==> src/rtl/uart_rx_frame_ctrl.sv <==
// rtl/uart_rx_frame_ctrl.sv - UART receive framing controller (optional error status: UART_RX_STATUS_EN)
module uart_rx_frame_ctrl #(
  parameter int DATA_WIDTH  = 8,
  parameter int SYNC_STAGES = 2
) (
  input  logic                  clk,
  input  logic                  reset,
  input  logic                  rx_serial,
  input  logic                  baud_clock_half_cycle_edge,
  input  logic                  baud_clock_full_cycle_edge,
  input  logic                  all_bits_done,
  output logic                  reset_counters,
  output logic [DATA_WIDTH-1:0] rx_data,
  output logic                  rx_valid,
  input  logic                  rx_ready,
`ifdef UART_RX_STATUS_EN
  output logic                  framing_error,
  output logic                  overrun_error,
  input  logic                  status_clear,
`endif
  output logic                  busy
);

  localparam int BW = $clog2(DATA_WIDTH) + 1;

  typedef enum logic [1:0] {
    ST_IDLE,
    ST_START,
    ST_DATA,
    ST_STOP
  } state_t;

  state_t                  state_q, state_d;
  logic [SYNC_STAGES-1:0]  sync_q;
  logic                    rx_s;
  logic                    rx_prev_q;
  logic [BW-1:0]           bit_idx_q, bit_idx_d;
  logic [DATA_WIDTH-1:0]   shift_q, shift_d;
  logic [DATA_WIDTH-1:0]   rx_data_q, rx_data_d;
  logic                    rx_valid_q, rx_valid_d;
  logic                    frame_done;
  logic                    framing_evt;
  logic                    overrun_evt;

  // Sampling is driven purely by mid-bit strobes; the bit-boundary strobe has no role here.
  logic unused_full_edge;
  assign unused_full_edge = baud_clock_full_cycle_edge;

  assign rx_s = sync_q[SYNC_STAGES-1];

  always_ff @(posedge clk or negedge reset) begin
    if (!reset) begin
      sync_q     <= '1;
      rx_prev_q  <= 1'b1;
      state_q    <= ST_IDLE;
      bit_idx_q  <= '0;
      shift_q    <= '0;
      rx_data_q  <= '0;
      rx_valid_q <= 1'b0;
    end else begin
      sync_q     <= {sync_q[SYNC_STAGES-2:0], rx_serial};
      rx_prev_q  <= rx_s;
      state_q    <= state_d;
      bit_idx_q  <= bit_idx_d;
      shift_q    <= shift_d;
      rx_data_q  <= rx_data_d;
      rx_valid_q <= rx_valid_d;
    end
  end

  always_comb begin
    state_d     = state_q;
    bit_idx_d   = bit_idx_q;
    shift_d     = shift_q;
    frame_done  = 1'b0;
    framing_evt = 1'b0;
    case (state_q)
      ST_IDLE: begin
        if (rx_prev_q && !rx_s) state_d = ST_START;
      end
      ST_START: begin
        if (baud_clock_half_cycle_edge) begin
          if (!rx_s) begin
            state_d   = ST_DATA;
            bit_idx_d = '0;
          end else begin
            state_d = ST_IDLE;
          end
        end
      end
      ST_DATA: begin
        // LSB arrives first, so shifting in from the top leaves bit 0 at the LSB.
        if (baud_clock_half_cycle_edge) begin
          shift_d   = {rx_s, shift_q[DATA_WIDTH-1:1]};
          bit_idx_d = bit_idx_q + BW'(1);
          if (bit_idx_q == BW'(DATA_WIDTH - 1)) state_d = ST_STOP;
        end
      end
      ST_STOP: begin
        if (baud_clock_half_cycle_edge) begin
          state_d = ST_IDLE;
          if (rx_s) frame_done  = 1'b1;
          else      framing_evt = 1'b1;
        end
      end
      default: state_d = ST_IDLE;
    endcase
    if (all_bits_done && state_q != ST_IDLE) begin
      state_d     = ST_IDLE;
      frame_done  = 1'b0;
      framing_evt = 1'b0;
    end
  end

  always_comb begin
    rx_data_d   = rx_data_q;
    rx_valid_d  = rx_valid_q;
    overrun_evt = 1'b0;
    if (frame_done) begin
      if (!rx_valid_q || rx_ready) begin
        rx_data_d  = shift_q;
        rx_valid_d = 1'b1;
      end else begin
        overrun_evt = 1'b1;
      end
    end else if (rx_valid_q && rx_ready) begin
      rx_valid_d = 1'b0;
    end
  end

`ifdef UART_RX_STATUS_EN
  logic framing_error_q, overrun_error_q;

  always_ff @(posedge clk or negedge reset) begin
    if (!reset) begin
      framing_error_q <= 1'b0;
      overrun_error_q <= 1'b0;
    end else begin
      framing_error_q <= framing_evt | (framing_error_q & ~status_clear);
      overrun_error_q <= overrun_evt | (overrun_error_q & ~status_clear);
    end
  end

  assign framing_error = framing_error_q;
  assign overrun_error = overrun_error_q;
`else
  logic unused_status;
  assign unused_status = framing_evt | overrun_evt;
`endif

  assign reset_counters = (state_q == ST_IDLE);
  assign busy           = (state_q != ST_IDLE);
  assign rx_data        = rx_data_q;
  assign rx_valid       = rx_valid_q;

endmodule

==> config.mk <==
export PLATFORM = sky130hd
export DESIGN_NAME = uart_rx_frame_ctrl
export DESIGN_NICKNAME = d
export VERILOG_FILES = /design/src/rtl/uart_rx_frame_ctrl.sv
export SDC_FILE = /design/constraint.sdc
export NUM_CORES = 1
export LEC_CHECK = 0
export CAP_MARGIN = 5
export CELL_PAD_IN_SITES_DETAIL_PLACEMENT = 1
export CELL_PAD_IN_SITES_GLOBAL_PLACEMENT = 1
export CORE_MARGIN = 4
export CORE_UTILIZATION = 40
export DETAILED_ROUTE_END_ITERATION = 6
export HOLD_SLACK_MARGIN = 0.1
export PLACE_DENSITY_LB_ADDON = 0.12
export SLEW_MARGIN = 20
export SYNTH_ARGS = -nofsm -noshare
export SYNTH_HDL_FRONTEND = slang
export SYNTH_SLANG_ARGS = --single-unit
export TNS_END_PERCENT = 50
==> constraint.sdc <==
create_clock -name clk -period 4.33 [get_ports clk]
set_input_delay 0.6495 -clock clk [delete_from_list [all_inputs] [get_ports clk]]
set_output_delay 0.6495 -clock clk [all_outputs]
set_load 0.1 [all_outputs]
==> report_table.html <==
<table>
<tr><th>Metric</th><th>Value</th></tr>
<tr><th colspan="2">Setup path</th></tr>
<tr><td>CP Data Arrival Time</td><td>2.38 ns</td></tr>
<tr><td>Slowest cell on crit path</td><td>sky130_fd_sc_hd__clkdlybuf4s50_1</td></tr>
<tr><td>Crit Reg-Reg Startpoint</td><td>state_q[1]$_DFFE_PN0P_</td></tr>
<tr><td>Critical path startpoint category</td><td>flop</td></tr>
<tr><td>CP Buf/Inv Count</td><td>2</td></tr>
<tr><td>Critical path required time</td><td>3.68 ns</td></tr>
<tr><td>Largest stage delay, worst path</td><td>1.13 ns</td></tr>
<tr><td>Dominant delay contributor by cell family on the critical path</td><td>buffers and inverters</td></tr>
<tr><td>Beginning of the critical path</td><td>state_q[1]$_DFFE_PN0P_</td></tr>
<tr><td>Category of the critical setup timing path</td><td>reg2out</td></tr>
<tr><td>Type of element capturing the critical path</td><td>output pin</td></tr>
<tr><td>CP Cell Sequence</td><td>or2_2 -&gt; inv_1 -&gt; clkdlybuf4s50_1</td></tr>
<tr><td>Max FO, Critical Path</td><td>9</td></tr>
<tr><th colspan="2">STA</th></tr>
<tr><td>Worst clock skew</td><td>0.008681 ns</td></tr>
<tr><td>Final count of pins violating max slew</td><td>0</td></tr>
<tr><td>Ratio of final minimum period to clock period</td><td>70.01%</td></tr>
<tr><td>Worst max-slew margin expressed relative to the limit</td><td>35.36%</td></tr>
<tr><td>Worst-Margin Slew</td><td>0.9666 ns</td></tr>
<tr><td>Clock period minus final worst setup slack</td><td>3.032 ns</td></tr>
<tr><td>Unrepaired setup endpoints after global routing</td><td>no</td></tr>
<tr><td>Final Hold Vio Count</td><td>0</td></tr>
<tr><td>Setup violation total in the final timing report</td><td>0</td></tr>
<tr><td>Setup TNS after final layout</td><td>0 ns</td></tr>
<tr><td>Top achievable clock speed</td><td>0.3299 GHz</td></tr>
<tr><th colspan="2">Drt</th></tr>
<tr><td>Via density per instance</td><td>5.264</td></tr>
<tr><td>Violation count after the first detailed-routing iteration</td><td>3</td></tr>
<tr><td>Via count</td><td>679</td></tr>
<tr><td>Sum of met2 wire segment lengths after detailed routing</td><td>938 um</td></tr>
<tr><td>Antenna viol nets, final</td><td>0</td></tr>
<tr><td>Total wire length after detailed routing</td><td>1997 um</td></tr>
<tr><td>Highest routed metal layer</td><td>met4</td></tr>
<tr><td>Residual DRC count</td><td>0</td></tr>
<tr><td>Routed length per placed instance</td><td>15.48 um</td></tr>
<tr><td>Wire length on met1</td><td>958 um</td></tr>
<tr><td>Number of detailed-route iterations in the first pass</td><td>3</td></tr>
<tr><td>Metal3 WL</td><td>80 um</td></tr>
<tr><th colspan="2">Pwr</th></tr>
<tr><td>Internal power of the cells</td><td>322.7 uW</td></tr>
<tr><td>Proportion of total power due to net switching</td><td>25.98%</td></tr>
<tr><td>Leak</td><td>0.5990 nW</td></tr>
<tr><td>Sw Pwr</td><td>113.3 uW</td></tr>
<tr><td>Worst-case vdd ir drop</td><td>0.2271 mV</td></tr>
<tr><td>Fraction of power consumed by the clock network</td><td>27.8%</td></tr>
<tr><td>Areal power density over the cells</td><td>333.8 nW/um^2</td></tr>
<tr><td>Sequential share of power</td><td>60.1%</td></tr>
<tr><td>Combinational Power Share</td><td>12.1%</td></tr>
<tr><th colspan="2">Clocking</th></tr>
<tr><td>CTS clk-pin slew, worst paths</td><td>0.13 ns</td></tr>
<tr><td>CTS tree</td><td>done</td></tr>
<tr><td>Buffer count from post-CTS setup fixing</td><td>0</td></tr>
<tr><td>CTS Buf Count</td><td>3</td></tr>
<tr><td>Number of clock sinks</td><td>26</td></tr>
<tr><td>Clock insertion delay at the later pin of the skew report</td><td>0.32 ns</td></tr>
<tr><td>Buffer depth of the longest clock path</td><td>2</td></tr>
<tr><td>Clk Tree Root Cell</td><td>sky130_fd_sc_hd__clkbuf_4</td></tr>
<tr><td>Number of resized instances in the post-cts repair step</td><td>0</td></tr>
<tr><td>Max H-tree Level</td><td>1</td></tr>
<tr><td>Hold bufs inserted after CTS</td><td>0</td></tr>
<tr><th colspan="2">Floorplanning</th></tr>
<tr><td>Die outline area</td><td>3605 um^2</td></tr>
<tr><td>CORE AREA</td><td>2522 um^2</td></tr>
<tr><td>Starting utilization of the core area</td><td>42.96%</td></tr>
<tr><td>Number of top-level pins</td><td>18</td></tr>
<tr><td>DIE HEIGHT</td><td>60.05 um</td></tr>
<tr><td>Number of placement rows</td><td>18</td></tr>
<tr><td>Horizontal extent of the die</td><td>60.05 um</td></tr>
<tr><th colspan="2">Yosys</th></tr>
<tr><td>Top cell type's share of synthesized area</td><td>53.12%</td></tr>
<tr><td>Cells taking the most area after synthesis</td><td>sky130_fd_sc_hd__dfrtp_1 (53%), sky130_fd_sc_hd__mux2_2 (16%), sky130_fd_sc_hd__dfstp_2 (7.3%)</td></tr>
<tr><td>Cell Area, Synth</td><td>1084 um^2</td></tr>
<tr><td>Synth async-reset ratio</td><td>100.0%</td></tr>
<tr><td>Most used flip-flop cell after synthesis</td><td>sky130_fd_sc_hd__dfrtp_1</td></tr>
<tr><td>Post-Syn Nets</td><td>88</td></tr>
<tr><td>Distinct cells, synth</td><td>25</td></tr>
<tr><td>Leading area contributor after synthesis</td><td>sky130_fd_sc_hd__dfrtp_1</td></tr>
<tr><td>Sequential-to-total area share from yosys stat</td><td>60.39%</td></tr>
<tr><td>Number of synthesized flops with an enable pin</td><td>0</td></tr>
<tr><td>Syn Inst Count</td><td>80</td></tr>
<tr><td>Number of synthesized register bits</td><td>26</td></tr>
<tr><td>Ys Warns</td><td>0</td></tr>
<tr><td>Synthesized area per cell</td><td>13.54 um^2</td></tr>
<tr><th colspan="2">Layout</th></tr>
<tr><td>Fillcell total</td><td>266</td></tr>
<tr><td>Fraction of final layout cells sized beyond drive strength 1</td><td>27.27%</td></tr>
<tr><td>Area taken by flip-flops and latches</td><td>654.4 um^2</td></tr>
<tr><td>Net count of the finished layout</td><td>108</td></tr>
<tr><td>Number of cells in the finished layout apart from fillers</td><td>129</td></tr>
<tr><td>Number of diodes added for antenna fixing</td><td>0</td></tr>
<tr><td>Area Overhead vs Synth</td><td>20.55%</td></tr>
<tr><td>Combined area of the multi-input logic cells</td><td>399.1 um^2</td></tr>
<tr><th colspan="2">Placed design</th></tr>
<tr><td>Routability congestion estimate</td><td>0.6432</td></tr>
<tr><td>Total placed cells including tap cells</td><td>125</td></tr>
<tr><td>Placed wire-length estimate after detailed placement</td><td>1415 um</td></tr>
<tr><td>Count of buffers inserted at the top-level ports</td><td>16</td></tr>
<tr><th colspan="2">Global route</th></tr>
<tr><td>Global-route wire length before repair</td><td>3505 um</td></tr>
<tr><td>Global-route usage over all layers</td><td>12.92%</td></tr>
<tr><td>Largest net degree at the start of global routing</td><td>19</td></tr>
<tr><td>Number of antenna violations at the first check in global routing</td><td>0</td></tr>
<tr><td>Leftover overflow at the end of global routing</td><td>0</td></tr>
<tr><td>Number of global-route vias before repair</td><td>690</td></tr>
<tr><th colspan="2">Min path</th></tr>
<tr><td>Start point of the worst min-delay path</td><td>sync_q[0]$_DFF_PN1_</td></tr>
<tr><td>Hold/Removal Path Class</td><td>reg2reg</td></tr>
<tr><th colspan="2">Run status</th></tr>
<tr><td>Run status</td><td>finished, final reports clean</td></tr>
<tr><th colspan="2">Run</th></tr>
<tr><td>Maximum Capacitance Violations</td><td>0</td></tr>
</table>
layout by cell type (no fill, tap or decap), types with 2 or more instances in the layout:
master	instances
sky130_fd_sc_hd__clkdlybuf4s50_1	16
sky130_fd_sc_hd__nor2_1	5
sky130_fd_sc_hd__clkbuf_4	3
sky130_fd_sc_hd__dfrtp_1	23
sky130_fd_sc_hd__inv_1	3
sky130_fd_sc_hd__nand3b_1	2
sky130_fd_sc_hd__dfstp_2	3
sky130_fd_sc_hd__nand2_1	3
sky130_fd_sc_hd__nor2b_1	2
sky130_fd_sc_hd__a21oi_1	6
sky130_fd_sc_hd__mux2_2	15
sky130_fd_sc_hd__nor3_1	3
path summary, 6_finish.rpt:
path / endpoint / slack (ns) / cells after the start
max reg2reg: state_q[0]$_DFFE_PN0P_ / 2.64 / 2
min reg2reg: sync_q[1]$_DFF_PN1_ / 0.37 / 0
max: reset_counters / 1.30 / 3
max in group asynchronous: sync_q[0]$_DFF_PN1_ / 2.85 / 2
min: sync_q[1]$_DFF_PN1_ / 0.37 / 0
min in group asynchronous: bit_idx_q[3]$_DFFE_PN0P_ / 0.76 / 1
power by group through the flow:
| stage | sequential, mW | combinational (mW) | clock, mW |
|---|---|---|---|
| after floorplan | 0.266 | 0.0337 | 0 |
| after global placement | 0.266 | 0.0520 | 0 |
| after detailed placement | 0.267 | 0.0534 | 0 |
| after CTS | 0.262 | 0.0537 | 0.125 |
| after global routing | 0.264 | 0.0571 | 0.134 |
| final | 0.262 | 0.0527 | 0.121 |
cells in the mapped netlist, drive strengths merged (2+ instances only):
library cell  number
buf                2
nor3               4
nand3b             3
nor2               5
inv                3
mux2              15
a21oi              6
dfrtp             23
nand2              3
dfstp              3
nor2b              2
logic make-up (layout without fill, tap and decap cells):
family | count (synthesis) | in the layout | synth area share [%]
mux | 16 | 16 | 16.51
buf+inv | 5 | 24 | 2.771
compound gates | 12 | 12 | 6.929
flops | 26 | 26 | 60.39
simple gates | 20 | 20 | 12.24
fa+ha+maj | 1 | 1 | 1.155
layer usage:
layer,up-vias,track usage [%]
li1,321,-
met1,346,18.03
met2,10,20.06
met3,2,4.104
met4,0,1.899
met5,-,0
layout make-up:
class	instances	share of cell area, %
sequential	26	50.10
tap	30	2.874
clock buffer	4	2.778
inverter	3	0.8621
timing repair buffer	17	12.84
multi-input combinational	49	30.56
worst register-to-register path: stages (launching register included):
cell,delay (ns)
sky130_fd_sc_hd__dfrtp_1,0.56
sky130_fd_sc_hd__nand3b_1,0.52
sky130_fd_sc_hd__o41ai_1,0.51
sequential cells by signal (all words and copies together) (netlist names):
signal and count:
rx_prev_q 1, state_q 2, shift_q 8, rx_valid 1, rx_data 8, bit_idx_q 4, sync_q 2
through the flow:
stage                     utilization (%)  hold WS, ns  setup WS (ns)  power [mW]  cell area [um^2]
final                               51.79       0.3673          1.298      0.4360              1306
after global routing                51.79       0.3775          1.206      0.4555              1306
after CTS                           51.79       0.3694          1.284      0.4413              1306
after detailed placement            50.35       0.3507          1.645      0.3201              1270
after global placement              50.35       0.3489          1.671      0.3181              1270
after floorplan                         -       0.3452          1.971      0.2994              1084
(Power assumes the default switching activity.)
